<file path="config.mk">
export PLATFORM = sky130hd
export DESIGN_NAME = mc_add_scheduler
export DESIGN_NICKNAME = d
export VERILOG_FILES = /design/src/rtl/mc_add_sched_pkg.sv /design/src/rtl/mc_add_scheduler_rr_arbiter.sv /design/src/rtl/mc_add_scheduler.sv
export SDC_FILE = /design/constraint.sdc
export NUM_CORES = 1
export LEC_CHECK = 0
export ABC_AREA = 0
export CAP_MARGIN = 5
export CORE_ASPECT_RATIO = 1.2
export CORE_UTILIZATION = 45
export CTS_BUF_LIST = sky130_fd_sc_hd__clkbuf_2 sky130_fd_sc_hd__clkbuf_4 sky130_fd_sc_hd__clkbuf_8
export CTS_CLUSTER_DIAMETER = 150
export DETAILED_ROUTE_END_ITERATION = 10
export PLACE_DENSITY_LB_ADDON = 0.25
export RECOVER_POWER = 25
export SLEW_MARGIN = 20
export SYNTH_ARGS = -nofsm -noshare
export SYNTH_HDL_FRONTEND = slang
export SYNTH_SLANG_ARGS = --single-unit
</file>
<file path="constraint.sdc">
create_clock -name clk -period 6.8 [get_ports clk]
set_input_delay 1.36 -clock clk [delete_from_list [all_inputs] [get_ports clk]]
set_output_delay 1.36 -clock clk [all_outputs]
set_load 0.02 [all_outputs]
</file>
<file path="src/rtl/mc_add_sched_pkg.sv">
// Shared types and constants for the multicycle-adder scheduler.
//   state_t   : sequencer states (IDLE, HOLD, DONE)
//   cnt_width : width of the hold counter for a given MC_CYCLES
//   DEF_*     : default parameter values used by the top and the arbiter
package mc_add_sched_pkg;

    typedef enum logic [1:0] {
        IDLE = 2'd0,
        HOLD = 2'd1,
        DONE = 2'd2
    } state_t;

    localparam int DEF_NUM_REQ   = 4;
    localparam int DEF_DATA_W    = 32;
    localparam int DEF_MC_CYCLES = 2;

    // Counter must hold values 0..MC_CYCLES-1; never narrower than one bit.
    function automatic int cnt_width(input int mc_cycles);
        int w;
        w = $clog2(mc_cycles + 1);
        return (w < 1) ? 1 : w;
    endfunction

endpackage

</file>
<file path="src/rtl/mc_add_scheduler_rr_arbiter.sv">
// Round-robin arbiter, purely combinational.
//   req   : request vector, one bit per requester
//   ptr   : index with highest priority this cycle (search goes upward, wraps)
//   en    : when low no grant is issued
//   grant : one-hot grant (all zero when nothing granted)
//   idx   : binary index of the granted requester (0 when nothing granted)
// The pointer register lives in the instantiating module.
module rr_arbiter
    import mc_add_sched_pkg::*;
#(
    parameter int NUM_REQ = DEF_NUM_REQ,
    localparam int IDX_W  = $clog2(NUM_REQ)
) (
    input  logic [NUM_REQ-1:0] req,
    input  logic [IDX_W-1:0]   ptr,
    input  logic               en,
    output logic [NUM_REQ-1:0] grant,
    output logic [IDX_W-1:0]   idx
);

    always_comb begin : arb_search
        int               j;
        logic [IDX_W-1:0] jj;
        logic             found;
        grant = '0;
        idx   = '0;
        found = 1'b0;
        j     = 0;
        jj    = '0;
        for (int i = 0; i < NUM_REQ; i++) begin
            // Candidate index ptr+i, wrapped into 0..NUM_REQ-1 without a modulo.
            j = int'(ptr) + i;
            if (j >= NUM_REQ) begin
                j = j - NUM_REQ;
            end
            jj = IDX_W'(j);
            if (en && !found && req[jj]) begin
                grant[jj] = 1'b1;
                idx       = jj;
                found     = 1'b1;
            end
        end
    end

endmodule

</file>
<file path="src/rtl/mc_add_scheduler.sv">
// Multicycle shared-adder scheduler.
// One combinational DATA_W-bit adder is shared by NUM_REQ requesters. The
// adder inputs come only from operand registers, which stay frozen for
// MC_CYCLES clocks before the result register is enabled, so the adder can be
// constrained as an MC_CYCLES multicycle path in STA.
// Ports:
//   clk, reset          : clock, synchronous active-high reset
//   req_valid/req_ready : per-requester handshake, req_ready is a one-hot grant
//   req_a/req_b         : flattened operands, requester i at [i*DATA_W +: DATA_W]
//   resp_valid/ready    : result handshake
//   resp_id, resp_data  : owner index and (A+B) mod 2^DATA_W
//   capture_ce          : result-register enable strobe
// Optional build macro MC_ADD_SCHED_STATS_EN adds:
//   op_count            : completed response handshakes (wraps at 2^32)
//   busy                : high whenever the sequencer is not IDLE
module mc_add_scheduler
    import mc_add_sched_pkg::*;
#(
    parameter int NUM_REQ   = DEF_NUM_REQ,
    parameter int DATA_W    = DEF_DATA_W,
    parameter int MC_CYCLES = DEF_MC_CYCLES
) (
    input  logic                          clk,
    input  logic                          reset,
    input  logic [NUM_REQ-1:0]            req_valid,
    output logic [NUM_REQ-1:0]            req_ready,
    input  logic [NUM_REQ*DATA_W-1:0]     req_a,
    input  logic [NUM_REQ*DATA_W-1:0]     req_b,
    output logic                          resp_valid,
    input  logic                          resp_ready,
    output logic [$clog2(NUM_REQ)-1:0]    resp_id,
    output logic [DATA_W-1:0]             resp_data,
    output logic                          capture_ce
`ifdef MC_ADD_SCHED_STATS_EN
    ,
    output logic [31:0]                   op_count,
    output logic                          busy
`endif
);

    localparam int IDX_W = $clog2(NUM_REQ);
    localparam int CNT_W = cnt_width(MC_CYCLES);

    state_t             state;
    state_t             state_nxt;
    logic [CNT_W-1:0]   cnt;
    logic [DATA_W-1:0]  op_a;
    logic [DATA_W-1:0]  op_b;
    logic [DATA_W-1:0]  sum;
    logic [IDX_W-1:0]   rr_ptr;
    logic [IDX_W-1:0]   rr_ptr_nxt;
    logic [NUM_REQ-1:0] gnt;
    logic [IDX_W-1:0]   gnt_idx;
    logic               arb_en;
    logic               accept;
    logic               capture;

    assign arb_en = (state == IDLE);

    rr_arbiter #(
        .NUM_REQ (NUM_REQ)
    ) u_arb (
        .req   (req_valid),
        .ptr   (rr_ptr),
        .en    (arb_en),
        .grant (gnt),
        .idx   (gnt_idx)
    );

    // The adder sees only the frozen operand registers: this is the multicycle path.
    assign sum = op_a + op_b;

    assign accept  = arb_en && (|gnt);
    assign capture = (state == HOLD) && (cnt == '0);

    assign rr_ptr_nxt = (gnt_idx == IDX_W'(NUM_REQ - 1)) ? '0 : gnt_idx + IDX_W'(1);

    always_comb begin
        state_nxt  = state;
        req_ready  = '0;
        capture_ce = 1'b0;
        resp_valid = 1'b0;
        case (state)
            IDLE: begin
                req_ready = gnt;
                if (accept) begin
                    state_nxt = HOLD;
                end
            end
            HOLD: begin
                capture_ce = capture;
                if (capture) begin
                    state_nxt = DONE;
                end
            end
            DONE: begin
                resp_valid = 1'b1;
                if (resp_ready) begin
                    state_nxt = IDLE;
                end
            end
            default: begin
                state_nxt = IDLE;
            end
        endcase
    end

    always_ff @(posedge clk) begin
        if (reset) begin
            state     <= IDLE;
            cnt       <= '0;
            op_a      <= '0;
            op_b      <= '0;
            rr_ptr    <= '0;
            resp_id   <= '0;
            resp_data <= '0;
        end else begin
            state <= state_nxt;
            if (accept) begin
                op_a    <= req_a[int'(gnt_idx)*DATA_W +: DATA_W];
                op_b    <= req_b[int'(gnt_idx)*DATA_W +: DATA_W];
                resp_id <= gnt_idx;
                cnt     <= CNT_W'(MC_CYCLES - 1);
                rr_ptr  <= rr_ptr_nxt;
            end else if ((state == HOLD) && (cnt != '0)) begin
                cnt <= cnt - CNT_W'(1);
            end
            if (capture) begin
                resp_data <= sum;
            end
        end
    end

`ifdef MC_ADD_SCHED_STATS_EN
    assign busy = (state != IDLE);

    always_ff @(posedge clk) begin
        if (reset) begin
            op_count <= '0;
        end else if ((state == DONE) && resp_ready) begin
            op_count <= op_count + 32'd1;
        end
    end
`endif

endmodule

</file>
# Yosys cells after proc, flatten, opt, wreduce, memory -nomap -nowiden
# Index checks and enable logic that the tools add are counted.
# classes
add_sub_neg	10
magnitude_cmp	12
eq_ne	6
shift	2
mux	41
bitwise	3
reduce_logical	24
# ops
operator	count
128-bit by 8-bit indexed part select with 32-bit output	2
32-bit adder	1
2-bit two-way mux	12
4-bit two-way mux	5
1-bit two-way mux	15
1-bit logical AND	14
2-bit by 3-bit < comparator with 1-bit output, second input constant	4
4-bit OR	3
2-bit by 1-bit subtractor with 2-bit output, second input constant	5
3-bit >= comparator, second input constant	3
1-bit binary-select mux with 2-bit select	4
1-bit demux with 2-bit select	4
2-bit by 1-bit >= comparator with 1-bit output, second input constant	4
2-bit by 2-bit adder with 3-bit output, second input constant	2
2-bit case mux with 3 select lines	1
2-bit == test, second input constant	2
2-bit zero test	2
2-bit inequality test, second input constant	2
2-bit nonzero test	2
4-bit OR reduction	1
2-bit by 1-bit adder with 3-bit output, second input constant	1
2-bit by 3-bit >= comparator with 1-bit output, second input constant	1
1-bit zero test	3
3-bit AND reduction	1
other kinds (4)	4
# totals
reg_bits	104
inputBits	263
output_inout_bits	40
elab_cells	106

# Logic depth before layout (Yosys ltp)
# depth
ltp_word	22
depth_mapped	16
mapped_depth_nobuf	13

# Hierarchy
# From an unflattened synthesis, not the netlist that was laid out.
# unflattened
cells_unflattened	842
hier_area_um2	7449.6
# by_module_without_submodules
mod	n_inst	cells_each	area_per_inst_um2	seq_area_each_um2
mc_add_scheduler	1	771	6812.8	2082.0
rr_arbiter	1	71	636.9	0.0

# Worst setup path before layout
# OpenSTA, ideal clock, no wires.
# synth_path
kind	input port to output port
startpoint	in req_valid[3]
endpoint	out req_ready[1]
arrival_ns	2.716
required_time_ns	5.440
path_slack_ns	2.724
cell_stages	6
n_path_buf	0
cell_sequence	mux4_2 nor2_2 nand2_1 nor3b_4 a221oi_1 inv_1
# synth_between
elab_chain_len	17
word_cells_on_any_way	29
classes_between	mux: 16; bitwise: 3; reduce/logical: 10
# synth_rtl
item	line_no	text
start: declaration	mc_add_scheduler.sv:25	input logic [NUM_REQ-1:0] req_valid,
1-bit binary-select mux with 2-bit select	mc_add_scheduler_rr_arbiter.sv:37	if (en && !found && req[jj]) begin
1-bit two-way mux (implied by the code)	mc_add_scheduler_rr_arbiter.sv:37	
1-bit logical AND	mc_add_scheduler_rr_arbiter.sv:37	
1-bit two-way mux	mc_add_scheduler_rr_arbiter.sv:37	
1-bit zero test	mc_add_scheduler_rr_arbiter.sv:37	
1-bit logical AND (2 in a row)	mc_add_scheduler_rr_arbiter.sv:37	
1-bit two-way mux	mc_add_scheduler_rr_arbiter.sv:37	
1-bit zero test	mc_add_scheduler_rr_arbiter.sv:37	
1-bit logical AND (2 in a row)	mc_add_scheduler_rr_arbiter.sv:37	
1-bit two-way mux	mc_add_scheduler_rr_arbiter.sv:37	
1-bit zero test	mc_add_scheduler_rr_arbiter.sv:37	
1-bit logical AND (2 in a row)	mc_add_scheduler_rr_arbiter.sv:37	
4-bit two-way mux (*)	mc_add_scheduler_rr_arbiter.sv:37	
4-bit two-way mux (*)	mc_add_scheduler.sv:83	case (state)
end: declaration	mc_add_scheduler.sv:26	output logic [NUM_REQ-1:0] req_ready,
# Mark *: on every way between the ends. The rest lies on a longest branch, timed or not. The select of a mux whose other input is x is not followed.

# Worst setup path in the final report
# layout_path
startpoint	in req_valid[2]
endpoint	out req_ready[2]
# Same word-level chain as after synthesis.

==> run metrics <==
synthesized instance count a little over 900; final cell count without fillers 1410; FP Rows 51; Worst Max-Slew Pin Slew 1.65 ns; Critical Path Start req_valid[2]; Total Routing Usage GR 26.4%; total core area 16100 sq um; via count 7641; cts repair resizes 0; CP max stage delay about 0.60 ns; die footprint between 15000 and 20000 sq um; post-route ant nets 0; WL/cell 16.4 um; Avg Cell Area, Syn 7.97 sq um; register bit count reported by yosys 104; Synth cell types 51; CTS Sinks roughly 100; worst hold path type flip-flop to flip-flop; hold bufs inserted after CTS 0; die width around 120 um; f_max approximately 180 MHz; Worst Hold End resp_data[21]; crit path DAT 4.10 ns; Via density 5.42; CTS root buffer clkbuf_8; largest net degree at the start of global routing 80; Worst Reg-to-Reg Cells 12; Clock Skew between 0.01 and 0.015 ns; sequential area share after synthesis between 20% and 30%; final hold viol count 0; leakage power 0.00461 uW; Critical Path RT 5.44 ns; status finished, violations left; Final HPWL DP 17700 um; CTS tree yes; reg2reg start rr_ptr[0]; Fin Hold WS 0.450 ns; most numerous cell in the Yosys netlist nand2_1; placer congestion estimate 0.961; Placed Cells approximately 1400; Post-synth EDFFs 0; Post-synth ARST share 0%; Antenna Cells 0; post-synth net total 1236; most frequent cells after synthesis 192 x nand2_1, 104 x dfxtp_1, 67 x mux2i_1; Die Y-Extent 143 um; initial antenna violation count 1; Critical-path top delay cell mux4_2; later-pin clock latency in the skew report roughly 0.38 ns; count of pins over their slew limit 38; Max clock buf depth 2; Initial Utilization ~46%; most frequent CP cell clkdlybuf4s50_1; HP Start resp_data[21]; WL final 23100 um; final period utilization 80.3%; Post-synth top flop dfxtp_1; first-pass GRT wire length 35800 um; Critical Path End Type output port; # IOs 303; synth warn 0; area growth from synthesis to layout 45.0%; leading post-synthesis cells by cell area dfxtp_1 28%, nand2_1 9.7%, mux2i_1 9.0%; Post-CTS Setup Bufs 0; PD cells between 300 and 400 nW/um^2; Residual DRC 0; CP Launch Type input port; first-pass detailed-route iteration total 5; Num CTS Buffers 9; failing checks capacitance limit, slew limit; WS Path Type input port to output port; Synth top area share 28.1%; Rel. slew slack -10.0%; Synth area leader dfxtp_1; DRT iter0 DRCs 376; crit-path cells clkdlybuf4s50_1, mux4_2, nor2_2, nand2_1, nor3b_4, a221oi_1, inv_1, clkdlybuf4s50_1; Worst-path clk slew 0.09 ns; Net count, final 1498; Peak supply drop between 0.3 and 0.4 mV; Netlist Area Pre-Place between 7000 and 8000 sq um; min Tclk post-route roughly 5.5 ns; r2r setup slk roughly 2.6 ns; max-cap violations 1; Hold Crit Depth 2; PortBufs 302; H-tree depth 3; Final setup viols 0; remaining global-route overflow 0; RSZ-0062 raised after global routing no; worst-path maximum fanout 7; Final TNS setup 0 ns; reg2reg end op_a[22]; number of global-route vias before repair 7032; share of cells above drive strength 1 5.76%
## flip-flops by register name, summed over array words and instances, names as in the netlist
register   count
cnt            2
op_a          32
resp_data     32
state          2
resp_id        2
rr_ptr         2
op_b          32
## logic make-up (layout without fill, tap and decap cells)
kind of cell               Yosys count  count (layout)  share of synthesized area [%]
DFF                                104             104                           28.1
AOI/OAI and AO/OA                  253             253                           20.1
muxes                              135             135                           20.0
and+or+nand+nor                    283             283                           16.3
xor gates and xnor gates            26              26                           3.07
adders and majority gates           42              42                           7.19
buffers and inverters               88             355                           5.25
## area by class of cell
class	count	area, sq um
multi-input combinational	739	4970
timing repair buffer	316	3160
clock inverter	4	27.5
tap	212	265
sequential	104	2080
clock buffer	12	165
fill	1424	5390
inverter	23	86.3
## routing by layer
layer  wire length (um)  part of all wire [%]  track usage [%]
met1              10000                    43             33.1
met2              11500                    50             47.0
met5                 13                 0.056                0
met3               1260                   5.5             4.59
met4                255                   1.1             6.00
## worst max-delay path: cells and delay by family
family | cells | cell delay, ns
AND/OR/NAND/NOR | 3 | 0.74
AO/OA/AOI/OAI | 1 | 0.21
multiplexers | 1 | 0.60
buffers and inverters | 3 | 1.18
## worst max path at each step
stage              endpoint  depth (start not counted)
5_1_grt        req_ready[1]                          8
3_3_place_gp   req_ready[1]                          8
4_1_cts        req_ready[1]                          8
3_5_place_dp   req_ready[1]                          8
6_report       req_ready[2]                          8
2_1_floorplan  req_ready[1]                          6
## metrics by stage
step | area [sq um] | utilization, % | power, uW | setup slack (ns)
after global routing | 10800 | 66.6 | 4300 | 1.19
after CTS | 10700 | 66.5 | 3970 | 1.38
after detailed placement | 10500 | 65.3 | 3590 | 1.39
after floorplan | 7420 | - | 2850 | 2.72
after global placement | 10500 | 65.3 | 3550 | 1.47
final | 10800 | 66.6 | 3980 | 1.34
## power by group
part	internal, uW	switching (uW)	leakage, uW
clock network	163	216	0.0000906
registers	800	124	0.000854
logic	1170	1500	0.00366
## cells in the final DEF (no fill, tap or decap), types with 30 or more instances in the layout
| cell | count |
|---|---|
| o22ai_1 | 64 |
| o21ai_1 | 34 |
| dfxtp_1 | 104 |
| mux2_1 | 34 |
| clkdlybuf4s50_1 | 284 |
| nand2_1 | 191 |
| mux2i_1 | 67 |
| mux2_2 | 30 |
| o21ai_0 | 50 |
| a21oi_1 | 48 |
| ha_1 | 41 |
No activity file was read; power rests on OpenSTA's default activity.
==> variant (same settings) <==
The 3 states of `state_t` get a one-hot encoding in 3 bits.
--- a/src/rtl/mc_add_sched_pkg.sv
+++ b/src/rtl/mc_add_sched_pkg.sv
@@ -4,10 +4,10 @@
 //   DEF_*     : default parameter values used by the top and the arbiter
 package mc_add_sched_pkg;
 
-    typedef enum logic [1:0] {
-        IDLE = 2'd0,
-        HOLD = 2'd1,
-        DONE = 2'd2
+    typedef enum logic [2:0] {
+        IDLE = 3'b001,
+        HOLD = 3'b010,
+        DONE = 3'b100
     } state_t;
 
     localparam int DEF_NUM_REQ   = 4;
Behaviour: no difference found for any inputs over 4 cycles, from zero or initial values and one cycle with reset high; so few cycles prove little.
==> variant against the unedited design <==
The run still ends with max-capacitance violations, max-slew violations left; clock power up 3%; combinational power up 7.5%; setup slack better by 92 ps; total power is 3.8% higher; sequential cell count grew 1; global-route usage fell by 1.1 points; final area is 2.4% higher; first-iteration DRC count grew 15%; synthesized area rose by 5.6%; clock skew is 1.3 ps lower; sequential power shrank 6.8%; routed wire length is essentially flat; largest power group unchanged; highest routed layer is now met4.
==> variant: results (changes against the unedited design) <==
biggest regs op_a x32, op_b x32, resp_data x32 (unchanged); Synth Area in Compound Gates 0.310 (was 0.201); pin count of the biggest net entering global routing 139 (was 80); mux contribution to synthesized area 0.0972 (was 0.200); total track usage 0.254 (was 0.264); clk pwr 389 uW (was 378 uW); Routed WL 23,100 um (about the same); Post-Synth XOR/XNOR Area 0.0235 (was 0.0307); vias in the first global route 7,389 (was 7,032); Post-Synth Adder-Cell Area 0.0681 (was 0.0719); routed vias/inst 5.60 (was 5.42); initial antenna violation count 0 (was 1); Syn Area/Cell 8.01 um^2 (was 7.97 um^2); VDD IR max 712 uV (was 323 uV); global-route wire length before repair 36,500 um (was 35,800 um); WP data arrival 4010 ps (was 4100 ps); ranking of synthesized cells by area dfxtp_1 27%, a21oi_1 12%, a221oi_2 9.6%, mux2i_1 8.6%, ha_1 6.6% (was dfxtp_1 28%, nand2_1 9.7%, mux2i_1 9.0%, ha_1 6.9%, o22ai_1 5.4%); detailed placement HPWL 17,200 um (was 17,700 um); synthesized net count 1,282 (was 1,236); Worst Setup EP req_ready[2] (unchanged); Post-Layout Cell Count 1,438 (was 1,410); met1 GRT Util 0.331 (about the same); Max-Slew Margin vs Limit -2.12 (was -0.100); routability cong. 0.831 (was 0.961); Flop+latch power 861 uW (was 924 uW); R2R depth 11 (was 12); Yosys top cell area share 0.268 (was 0.281); M1 WL 10,100 um (was 10,000 um); Synth cell types 63 (was 51); routed wire length on met2 11,500 um (about the same); Cell Int Power 2.11 mW (was 2.14 mW); met3 usage 0.0289 (was 0.0459); placed inst area 0.0108 mm^2 (was 0.0105 mm^2); R2R setup slack 2620 ps (was 2570 ps); Max Clk Rate 186 MHz (was 183 MHz); First-pass DRT Iterations 4 (was 5); met3 wire length 1110 um (was 1260 um); worst hold slack 454 ps (was 450 ps); Ys Warns 0 (unchanged); R2R Path Start rr_ptr[0] (unchanged); FF-to-FF End rr_ptr[1] (was op_a[22]); max-slew violation count 111 (was 38); Final Net Count 1,522 (was 1,498); Max clock buf depth 2 (unchanged); CP max FO 13 (was 7); worst setup path startpoint req_valid[3] (was req_valid[2]); failing checks max-capacitance violations, max-slew violations (unchanged); max cap viols 1 (unchanged); highest routed layer met4 (was met5); met2 usage 0.435 (was 0.470); status finished with violations (unchanged); share of layout cells above drive strength 1 0.0704 (was 0.0576); initial DRC count 434 (was 376); Worst Skew 9.78 ps (was 11.1 ps); cell leakage power 4.43 nW (was 4.61 nW); switching part of the total 0.488 (was 0.463); Seq/Total Area, Yosys 0.268 (was 0.281); total CTS buffers 9 (unchanged); synth cell count leaders 185 x a21oi_1, 134 x nand2_1, 105 x dfxtp_1, 93 x nor2_1, 67 x mux2i_1 (was 192 x nand2_1, 104 x dfxtp_1, 67 x mux2i_1, 64 x o22ai_1, 50 x o21ai_0); n_diodes 0 (unchanged)
variant: changes by cell type after synthesis, sizes merged, moves of 10 or more:
cell,before,now
nor2,30,94
clkbuf,44,34
mux2,64,0
a221oi,5,64
o22ai,65,0
nand2,192,134
nor3,6,16
buf,21,46
o21ai,84,27
a21oi,48,185
variant: worst max-delay path, cell delays in order:
cell and delay [ps]:
clkdlybuf4s50_1 470, mux4_2 630, nor4b_1 610, a221o_1 320, clkdlybuf4s50_1 620
variant: worst min-delay path by stage:
stage                    end          start
2_1_floorplan       state[2]       state[0]
3_3_place_gp    resp_data[8]   resp_data[8]
3_5_place_dp    resp_data[8]   resp_data[8]
4_1_cts         resp_data[8]   resp_data[8]
5_1_grt        resp_data[16]  resp_data[16]
6_report        resp_data[8]   resp_data[8]
variant: layout make-up:
type | instances | area [um^2]
tap | 216 | 270
timing repair buffer | 309 | 3120
inverter | 20 | 75.1
clock buffer | 11 | 151
sequential | 105 | 2100
multi-input combinational | 772 | 5250
fill | 1476 | 5900
clock inverter | 5 | 46.3
